<file path="src/rtl/display_pkg.sv">
// Shared constants, FSM encoding and decimal-point helper for the
// binary-to-BCD converter that feeds the 4-digit seven-segment driver.
package display_pkg;

    localparam int BCD_DIGITS = 4;
    localparam int BIN_W      = 14;
    localparam int CNT_W      = 4;

    localparam logic [BIN_W-1:0] MAX_VAL  = 14'd9999;
    localparam logic [CNT_W-1:0] CNT_LAST = 4'd13;   // counter value on the 14th shift
    localparam logic [3:0]       DP_OFF   = 4'b1111;

    typedef enum logic [1:0] {
        ST_IDLE = 2'd0,
        ST_CONV = 2'd1,
        ST_DONE = 2'd2
    } state_t;

    // Active-low one-hot point enable for the selected digit, or all off.
    function automatic logic [3:0] dp_decode(input logic [1:0] sel, input logic en);
        logic [3:0] onehot;
        onehot = 4'b0001 << sel;
        return en ? ~onehot : DP_OFF;
    endfunction

endpackage

</file>
<file path="src/rtl/dabble_adjust.sv">
// One double-dabble correction step: a BCD nibble of 5 or more gets +3 so
// that the following left shift carries correctly into the next digit.
module dabble_adjust (
    input  logic [3:0] nib_in,
    output logic [3:0] nib_out
);

    // 4-bit add with no carry out; inputs never exceed 9 so nothing is lost.
    always_comb begin
        nib_out = (nib_in >= 4'd5) ? (nib_in + 4'd3) : nib_in;
    end

endmodule

</file>
<file path="src/rtl/bcd_convert_x_4.sv">
// Sequential binary-to-BCD converter: accepts a 14-bit value over
// valid/ready, clamps it to 9999, runs one double-dabble shift per clock
// and commits four BCD digits plus decimal-point enables in one edge.
module bcd_convert_x_4
    import display_pkg::*;
(
    input  logic             clk,
    input  logic             rst_n,
    input  logic [BIN_W-1:0] bin_in,
    input  logic [1:0]       dp_sel,
    input  logic             dp_en,
    input  logic             bin_valid,
    output logic             bin_ready,
    output logic [15:0]      bcd_out,
    output logic [3:0]       decimal_points,
    output logic             overflow,
    output logic             bcd_valid
);

    state_t           state_q, state_d;
    logic [BIN_W-1:0] bin_q, bin_d;
    logic [15:0]      scratch_q, scratch_d;
    logic [CNT_W-1:0] cnt_q, cnt_d;
    logic [1:0]       dp_sel_q, dp_sel_d;
    logic             dp_en_q, dp_en_d;
    logic             clamp_q, clamp_d;
    logic [15:0]      bcd_out_q, bcd_out_d;
    logic [3:0]       dp_out_q, dp_out_d;
    logic             overflow_q, overflow_d;
    logic             bcd_valid_q, bcd_valid_d;

    logic [15:0]      scratch_adj;

    // Per-digit add-3 correction applied before every shift.
    generate
        for (genvar gi = 0; gi < BCD_DIGITS; gi++) begin : g_adj
            dabble_adjust u_adj (
                .nib_in  (scratch_q[gi*4 +: 4]),
                .nib_out (scratch_adj[gi*4 +: 4])
            );
        end
    endgenerate

    // Next-state and datapath: capture on accept, shift in CONV, commit in DONE.
    always_comb begin
        state_d     = state_q;
        bin_d       = bin_q;
        scratch_d   = scratch_q;
        cnt_d       = cnt_q;
        dp_sel_d    = dp_sel_q;
        dp_en_d     = dp_en_q;
        clamp_d     = clamp_q;
        bcd_out_d   = bcd_out_q;
        dp_out_d    = dp_out_q;
        overflow_d  = overflow_q;
        bcd_valid_d = 1'b0;

        case (state_q)
            ST_IDLE: begin
                if (bin_valid) begin
                    clamp_d   = (bin_in > MAX_VAL);
                    bin_d     = (bin_in > MAX_VAL) ? MAX_VAL : bin_in;
                    dp_sel_d  = dp_sel;
                    dp_en_d   = dp_en;
                    scratch_d = 16'h0000;
                    cnt_d     = '0;
                    state_d   = ST_CONV;
                end
            end
            ST_CONV: begin
                {scratch_d, bin_d} = {scratch_adj, bin_q} << 1;
                cnt_d = cnt_q + 4'd1;
                if (cnt_q == CNT_LAST) begin
                    state_d = ST_DONE;
                end
            end
            ST_DONE: begin
                bcd_out_d   = scratch_q;
                dp_out_d    = dp_decode(dp_sel_q, dp_en_q);
                overflow_d  = clamp_q;
                bcd_valid_d = 1'b1;
                state_d     = ST_IDLE;
            end
            default: begin
                state_d = ST_IDLE;
            end
        endcase
    end

    // State and output registers; reset aborts any conversion in flight.
    always_ff @(posedge clk or negedge rst_n) begin
        if (!rst_n) begin
            state_q     <= ST_IDLE;
            bin_q       <= '0;
            scratch_q   <= 16'h0000;
            cnt_q       <= '0;
            dp_sel_q    <= 2'd0;
            dp_en_q     <= 1'b0;
            clamp_q     <= 1'b0;
            bcd_out_q   <= 16'h0000;
            dp_out_q    <= DP_OFF;
            overflow_q  <= 1'b0;
            bcd_valid_q <= 1'b0;
        end else begin
            state_q     <= state_d;
            bin_q       <= bin_d;
            scratch_q   <= scratch_d;
            cnt_q       <= cnt_d;
            dp_sel_q    <= dp_sel_d;
            dp_en_q     <= dp_en_d;
            clamp_q     <= clamp_d;
            bcd_out_q   <= bcd_out_d;
            dp_out_q    <= dp_out_d;
            overflow_q  <= overflow_d;
            bcd_valid_q <= bcd_valid_d;
        end
    end

    assign bin_ready      = (state_q == ST_IDLE);
    assign bcd_out        = bcd_out_q;
    assign decimal_points = dp_out_q;
    assign overflow       = overflow_q;
    assign bcd_valid      = bcd_valid_q;

endmodule

</file>
<file path="config.mk">
export PLATFORM = sky130hd
export DESIGN_NAME = bcd_convert_x_4
export DESIGN_NICKNAME = d
export VERILOG_FILES = /design/src/rtl/display_pkg.sv /design/src/rtl/dabble_adjust.sv /design/src/rtl/bcd_convert_x_4.sv
export SDC_FILE = /design/constraint.sdc
export NUM_CORES = 1
export LEC_CHECK = 0
export CELL_PAD_IN_SITES_DETAIL_PLACEMENT = 1
export CELL_PAD_IN_SITES_GLOBAL_PLACEMENT = 1
export CORE_MARGIN = 8
export CORE_UTILIZATION = 42
export DETAILED_ROUTE_END_ITERATION = 7
export GPL_TIMING_DRIVEN = 0
export PLACE_DENSITY = 0.82
export RECOVER_POWER = 50
export SLEW_MARGIN = 20
export SYNTH_ARGS = -nofsm -noshare
export SYNTH_HDL_FRONTEND = slang
export SYNTH_SLANG_ARGS = --single-unit
</file>
<file path="constraint.sdc">
create_clock -name clk -period 2.15 [get_ports clk]
set_clock_uncertainty 0.05 [all_clocks]
set_input_delay 0.645 -clock clk [delete_from_list [all_inputs] [get_ports clk]]
set_output_delay 0.645 -clock clk [all_outputs]
set_load 0.02 [all_outputs]
</file>
======== Yosys cells after proc, flatten, opt, wreduce, memory -nomap -nowiden ========
Cells that the tools add are included.
storage, ports and cells
  flip-flop bits (word level) ............. 62
  output and inout bits ................... 23
operators by class
  $add $sub $neg .......................... 5
  magnitude comparators ................... 5
  equal/unequal tests ..................... 5
  shift-type cells ........................ 1
  multiplexer cells ....................... 16
  bitwise logic cells ..................... 1
  reduce and logical (&&, ||, !) cells .... 5
operators with widths
  kind                    count
  $pmux W16 S2            1
  $mux W14                2
  $pmux W14 S2            1
  $mux W4                 5
  $ge A4 B3 Y1 const B    4
  $mux W16                1
  $gt A14 B14 Y1 const B  1
  $add A4 B2 Y4 const B   3
  $pmux W4 S2             1
  $reduce_and A2 Y1       3
  $add A4 B1 Y4 const B   1
  $eq A4 B4 Y1 const B    1
  $mux W2                 2
  $ne A2 B2 Y1 const B    2
  $not A4 Y4              1
  $pmux W2 S2             1
  $shl A1 B2 Y4 const A   1
  $add A3 B2 Y3 const B   1
  $mux W3                 1
  $eq A2 B1 Y1 const B    1
  $eq A2 B2 Y1 const B    1
  $logic_not A2 Y1        1
  $reduce_bool A2 Y1      1
  $mux W1                 1

======== Depth between registers and ports, before layout ========
Gate-level depths: netlist of the first run.
  word-level depth ........................ 4
  gate-level depth with buffers ........... 6
  mapped depth without buffers ............ 5

======== Modules after synthesis ========
From an unflattened synthesis of the first run, not the netlist that was laid out.
unflattened totals
  cell total of the unflattened synthesis .. 330
  area, all modules ....................... 3027.9 sq um
modules (own cells, without submodules)
  module           instances  cells each  area each (sq um)  seq. area each (sq um)
  bcd_convert_x_4  1          266         2622.5             1556.5
  dabble_adjust    4          16          101.3              0.0

======== Worst setup path after synthesis of the first run ========
OpenSTA, ideal clock, no wires.
  path kind ............................... input port to flip-flop
  start point ............................. input port bin_valid
  end point ............................... register dp_en_q
  arrival ................................. 1582 ps
  data required time ...................... 1975 ps
  setup slack ............................. 393 ps
  stages .................................. 4
  buffers on the path ..................... 2
  cell sequence ........................... buf_4 > or3b_4 > buf_6 > mux2_4
between the ends
  word-level cells in the longest chain between the ends .. 1
ends and longest elaborated chain
  element                             line                    text
  start: declaration                  bcd_convert_x_4.sv:12   input logic bin_valid,
  $reduce_and A2 Y1 (no source line)  --
  end signal: assignment              bcd_convert_x_4.sv:110  dp_en_q <= dp_en_d;
  end: declaration                    bcd_convert_x_4.sv:25   logic dp_en_q, dp_en_d;
No other way between the ends.
A chain may end at the register's enable or synchronous reset.

======== Worst setup path in the final report of the first run ========
  start point ............................. register bcd_out_q[7], in the netlist bcd_out[7]
  end point ............................... output port bcd_out[7]
RTL lines
  element                   line                    text
  start: declaration        bcd_convert_x_4.sv:27   logic [15:0] bcd_out_q, bcd_out_d;
  start signal: assignment  bcd_convert_x_4.sv:112  bcd_out_q <= bcd_out_d;
  end: declaration          bcd_convert_x_4.sv:14   output logic [15:0] bcd_out,
No word-level cell between the ends.

==> reports/metrics.cfg, run 1 <==
[clocking]
cts_max_path_buffers=2
ctsResizeCount=6
cts_max_level=3
ctsRootBufferMaster=clkbuf_8
cts_tree=yes
cts_buffers=9
clkLatencyLatePin_ns=0.34
clkSinkCount=62
cts-hold-fix-buffers=0
post-cts-setup-buffer-count=0
cts.clk_slew.worst_paths_ns=0.07

[sta]
slew_headroom=0.168
tightest_slew_ns=1.25
fin_crit_sh=0.939
grt_setup_unrepaired=false
setup_viol=0
clock.fmax_ghz=0.496
fin_crit_ns=2.02
hold_viol=0
drv_slew=0

[yosys]
yosys.area_share.simple=0.105
synth-seq-cells=62
syn-num-nets=313
synth.distinct_cells=47
synth_top_family_by_area=compound AO/OA/AOI/OAI gates
yosys_warnings=0
synth_mux_area_frac=0.0173
synthArstFlopShare=1.00
synthXorXnorAreaFrac=0.0118
synth_adder_area_share=0.0422
syn_avg_cell_area_sq_um=10.5
synthFlopType=dfrtp_1
synth-compound-area-share=0.243
synth_cells=283
synth_edf_count=0
syn-cell-area_sq_um=2970
ys_seq_area_frac=0.525

[min_path]
min_path_cells=2
hp-class=reg2reg
min-delay-start=bcd_out[4]
hold_path_end=bcd_out[4]

[setup_path]
timing.rr.start=state_q[1]
r2r_slack_ns=0.31
critPathCaptureType=primary output
cp_slowest_stage_delay_ns=0.61
path_class=reg2out
crit_chain=clkdlybuf4s50_1
cp_slowest_cell=clkdlybuf4s50_1
cp.required_ns=1.45
crit_family=buffers and inverters
r2r_cells=4
start_kind=register
reg2reg_to=scratch_q[14]
crit_cells=1
path_max_fanout=2
worst-path-buf-inv=1
critPathArrivalTime_ns=1.32

[power_and_ir_drop]
p_total_uw=5530
vdd_drop_max_uv=511
power_leakage_uw=0.00163
pwr_density_cell_nw_per_um2=1500

[route]
drc_errors=0
finalWirelength_um=7880
firstDrtPassIters=4
wl_per_cell_um=18.0
detail_route.iter0.violations=89
vias_per_cell=5.52
antenna_left=0
dr_total_vias=2412

[die]
rows=30
start_util=0.434
die_area_sq_um=10000
coreArea_sq_um=6830
ios=43
die_w_um=100
die_y_um=100

[grt]
antenna_found_initial=0
track_usage=0.174
grt_max_degree=42
grt_overflow=0
grt_pass1_vias=2811
grt_pass1_wl_um=13900

[place]
hpwlAfterDp_um=5690
routabilityCongestion=0.814
portBuffers=41
dp_cells=421

[run_status]
status=finished clean

[final_layout]
antenna_cells=0
nNetsFinal=366
stdcell_count=437
syn_to_final_growth_pct=24.3
drive_gt1_frac=0.103

[flow_run]
maxCapViolations=0

==> kinds of logic (layout without fill, tap and decap cells) <==
group                    after synthesis  in the layout
flip-flops                            62             62
AO/OA/AOI/OAI                        103            103
buffers and inverters                 37             95
adder cells (fa/ha/maj)               10             10
XOR/XNOR                               4              4
AND/OR/NAND/NOR                       63             63
multiplexers                           4              4
==> final cells by class <==
type	count	area [sq um]
well taps	96	120
clock inverters	3	42.5
inverters	21	78.8
fillers	777	3140
multi-input cells	184	1240
repair buffers	42	414
flip-flops and latches	62	1560
clock buffers	13	159
plain buffers	16	80.1
==> how the worst max path moves through the flow <==
| stage | to | slack [ns] | start |
|---|---|---|---|
| finish | bcd_out[7] | 0.13 | bcd_out[7] |
| global route | bin_ready | 0.07 | state_q[1] |
| CTS | bin_ready | 0.001 | state_q[1] |
| detailed placement | bin_q[1] | -0.15 | bin_in[7] |
| global placement | bin_q[8] | -1.68 | rst_n |
| floorplan | dp_en_q | 0.39 | bin_valid |
==> through the flow <==
stage	setup TNS [ns]	hold WS [ns]	cell area [sq um]	util	setup slack, ns
2_1_floorplan	0	0.299	2970	-	0.393
3_3_place_gp	-101.84	0.410	3500	0.512	-1.68
3_5_place_dp	-0.570	0.416	3510	0.514	-0.153
4_1_cts	0	0.132	3710	0.543	0.00115
5_1_grt	0	0.463	3690	0.540	0.0667
6_report	0	0.427	3690	0.540	0.132
==> routing by layer <==
layer,vias up,track usage,wire length [um]
met5,-,0,0
met4,0,0.0791,135
met3,11,0.0367,355
met2,49,0.295,3930
met1,1221,0.207,3460
li1,1131,-,-
==> layout by cell type (no fill, tap or decap), drive strengths merged, types with 6 or more instances in the layout <==
cell,synthesis,layout
dfrtp,58,58
clkdlybuf4s50,0,35
nand2,33,33
o21ai,23,23
clkbuf,5,22
inv,21,21
a21oi,18,18
ha,10,10
buf,11,10
o2111ai,8,8
nor2,7,7
o22ai,7,7
a22o,6,6
==> Yosys cell counts (6+ instances only) <==
| master | instances | share of area |
|---|---|---|
| o22ai_1 | 7 | 0.015 |
| inv_1 | 20 | 0.025 |
| nor2_1 | 6 | 0.0076 |
| a22o_1 | 6 | 0.018 |
| dfrtp_1 | 58 | 0.49 |
| ha_1 | 10 | 0.042 |
| o21ai_0 | 23 | 0.039 |
| buf_2 | 8 | 0.013 |
| a21oi_1 | 18 | 0.030 |
| o2111ai_1 | 8 | 0.024 |
| nand2_1 | 33 | 0.042 |
==> state kept, by name (all words and copies together) (netlist names) <==
signal / count
bin_q: 14
overflow: 1
dp_en_q: 1
scratch_q: 16
decimal_points: 4
bcd_valid: 1
cnt_q: 4
clamp_q: 1
dp_sel_q: 2
bcd_out: 16
state_q: 2
==> worst reg2reg max path: cells and delay by family, from the launching register on <==
family / cells / cell delay, ns
simple gates: 1 / 0.26
buf+inv: 2 / 0.45
compound gates: 1 / 0.49
flops: 1 / 0.43
==> report_power, final <==
group	internal [uW]	switching, uW
clock	598	451
combinational	1050	1380
sequential	1680	372
(Power assumes the default switching activity.)
==> inputs of run 2 (changes only) <==
--- a/config.mk
+++ b/config.mk
@@ -7,7 +7,6 @@
 export LEC_CHECK = 0
 export CELL_PAD_IN_SITES_DETAIL_PLACEMENT = 1
 export CELL_PAD_IN_SITES_GLOBAL_PLACEMENT = 1
-export CORE_MARGIN = 8
 export CORE_UTILIZATION = 42
 export DETAILED_ROUTE_END_ITERATION = 7
 export GPL_TIMING_DRIVEN = 0
==> run 2 against run 1 <==
The flow now finishes with violations (max-capacitance violations, max-slew violations); clock-buffer cell count shrank 1; sequential share of layout area is essentially flat; utilization grew 0.32 points; critical path depth is the same; sequential power is essentially flat; worst hold slack lost 0.0044 ns; first-iteration DRC count shrank 36%; setup slack lost 0.0042 ns; non-clock buffer count is the same; final cell count is the same; maximum frequency shrank 0.21%; largest cell class unchanged; largest power group unchanged.
==> reports/metrics.cfg, run 2 (synthesized netlist as in run 1, its figures left out) <==
[setup_path]
r2r_slack_ns=0.37  ; +0.06 ns
critPathCaptureType=primary output
path_class=reg2out
crit_chain=clkdlybuf4s50_1
cp.required_ns=1.45  ; about the same
timing.rr.start=state_q[0]
reg2reg_to=dp_en_q
critPathArrivalTime_ns=1.33  ; about the same
path_max_fanout=2  ; unchanged
r2r_cells=4  ; unchanged
worst-path-buf-inv=1  ; unchanged
crit_start=overflow
cp_slowest_stage_delay_ns=0.61  ; about the same
endpoint=overflow
crit_family=buffers and inverters
start_kind=register
crit_cells=1  ; unchanged
cp_slowest_cell=clkdlybuf4s50_1

[sta]
slew_headroom=-0.0616  ; -0.230
setup_viol=0  ; unchanged
clock.fmax_ghz=0.495  ; -0.21%
grt_setup_unrepaired=false
hold_viol=0  ; unchanged
drv_slew=28  ; +28
fin_crit_sh=0.941  ; +0.00195
fin_crit_ns=2.02  ; +0.00419 ns
tightest_slew_ns=1.59  ; +0.345 ns

[die]
ios=43  ; unchanged
die_area_sq_um=7400  ; -26%
die_w_um=86.0  ; -14%
rows=30  ; unchanged
start_util=0.437  ; +0.00240
die_y_um=86.0  ; -14%
coreArea_sq_um=6790  ; -0.55%

[clocking]
post-cts-setup-buffer-count=0  ; unchanged
clkLatencyLatePin_ns=0.34  ; about the same
cts_tree=yes
cts_max_path_buffers=2  ; unchanged
cts.clk_slew.worst_paths_ns=0.07  ; about the same
ctsRootBufferMaster=clkbuf_8
cts-hold-fix-buffers=0  ; unchanged
clkSinkCount=62  ; unchanged
cts_buffers=9  ; unchanged
cts_max_level=3  ; unchanged

[place]
hpwlAfterDp_um=5460  ; -4.2%
routabilityCongestion=0.818  ; +0.57%
dpl_cell_area_sq_um=3510  ; unchanged
dp_cells=421  ; unchanged
portBuffers=41  ; unchanged

[final_layout]
nNetsFinal=366  ; unchanged
multi_input_area_sq_um=1240  ; +0.20%
stdcell_count=437  ; unchanged
layout_commonest_cell=dfrtp_1
antenna_cells=0  ; unchanged
final_cell_mix=dfrtp_1 (58), clkdlybuf4s50_1 (35), nand2_1 (33)
fillers=772  ; -0.64%
seq_area_sq_um=1560  ; unchanged
postLayoutCellArea_sq_um=3690  ; about the same
drive_gt1_frac=0.109  ; +0.00587
syn_to_final_growth_pct=24.4  ; about the same

[route]
detail_route.iter0.violations=57  ; -36%
vias_per_cell=5.51  ; -0.17%
antenna_left=0  ; unchanged
finalWirelength_um=7430  ; -5.7%
drc_errors=0  ; unchanged
wl_per_cell_um=17.0  ; -5.7%
firstDrtPassIters=4  ; unchanged
dr_total_vias=2408  ; -0.17%

[grt]
grt_use_met3=0.0414  ; +0.00471
track_usage=0.228  ; +0.0542
grt_use_met2=0.380  ; +0.0857
grt_pass1_vias=2558  ; -9.0%
grt_pass1_wl_um=12900  ; -7.2%
antenna_found_initial=0  ; unchanged
grt_overflow=0  ; unchanged
grt_max_degree=36  ; -14%
use_met1=0.293  ; +0.0861
busiest_layer=met2

[power_and_ir_drop]
power_leakage_uw=0.00164  ; +0.38%
vdd_drop_max_uv=534  ; +4.4%
pwr_density_cell_nw_per_um2=1480  ; -0.95%

[run_status]
violations=max-capacitance violations, max-slew violations
status=finished with violations

[min_path]
hp-class=reg2reg

[flow_run]
maxCapViolations=1  ; +1

run 2: area by class of cell:
cell class / instances / share of cell area
Buffer: 16 / 0.0217
Inverter: 21 / 0.0214
Timing Repair Buffer: 42 / 0.112
Multi-Input combinational cell: 184 / 0.336
Tap cell: 96 / 0.0326
Clock inverter: 4 / 0.0122
Clock buffer: 12 / 0.0420
Sequential cell: 62 / 0.422
run 2: worst register-to-register path: cells and delay by family, from the launching register on:
family	cells	cell delay [ns]
flip-flops	1	0.39
multiplexers	1	0.36
AND/OR/NAND/NOR	1	0.44
buffers and inverters	2	0.44
run 2: timing repair:
| item | CTS | global route |
|---|---|---|
| resized for setup | 5 | 2 |
| setup endpoints to repair | 5 | 1 |
| pin swaps | 0 | 0 |
run 2: worst min-delay path by stage:
stage,start,to,slack [ns],depth (start not counted)
2_1_floorplan,rst_n,bcd_out[0],0.30,0
3_3_place_gp,bin_q[13],scratch_q[0],0.40,2
3_5_place_dp,bin_q[13],scratch_q[0],0.41,2
4_1_cts,rst_n,bcd_out[9],0.18,1
5_1_grt,cnt_q[3],cnt_q[3],0.45,1
6_report,cnt_q[3],cnt_q[3],0.42,1
run 2: power by group:
| part | leakage [uW] | internal, uW | switching, uW | total [uW] |
|---|---|---|---|---|
| logic | 0.000759 | 1050 | 1330 | 2380 |
| registers | 0.000774 | 1680 | 376 | 2050 |
| clock network | 0.000106 | 593 | 450 | 1040 |
run 2: per-layer routing:
| layer | up-vias | wire (um) |
|---|---|---|
| met5 | - | 0 |
| met1 | 1206 | 3260 |
| li1 | 1135 | - |
| met2 | 53 | 3800 |
| met4 | 0 | 130 |
| met3 | 14 | 230 |
run 2: stage by stage:
stage	util	TNS (ns)	hold WS [ns]	total power (uW)	setup slack, ns
floorplan	-	0	0.299	3590	0.393
global placement	0.515	-102.32	0.402	4340	-1.69
detailed placement	0.517	-0.546	0.415	4500	-0.175
CTS	0.546	0	0.179	5550	0.00975
global route	0.543	0	0.448	5900	0.0868
finish	0.543	0	0.422	5480	0.128
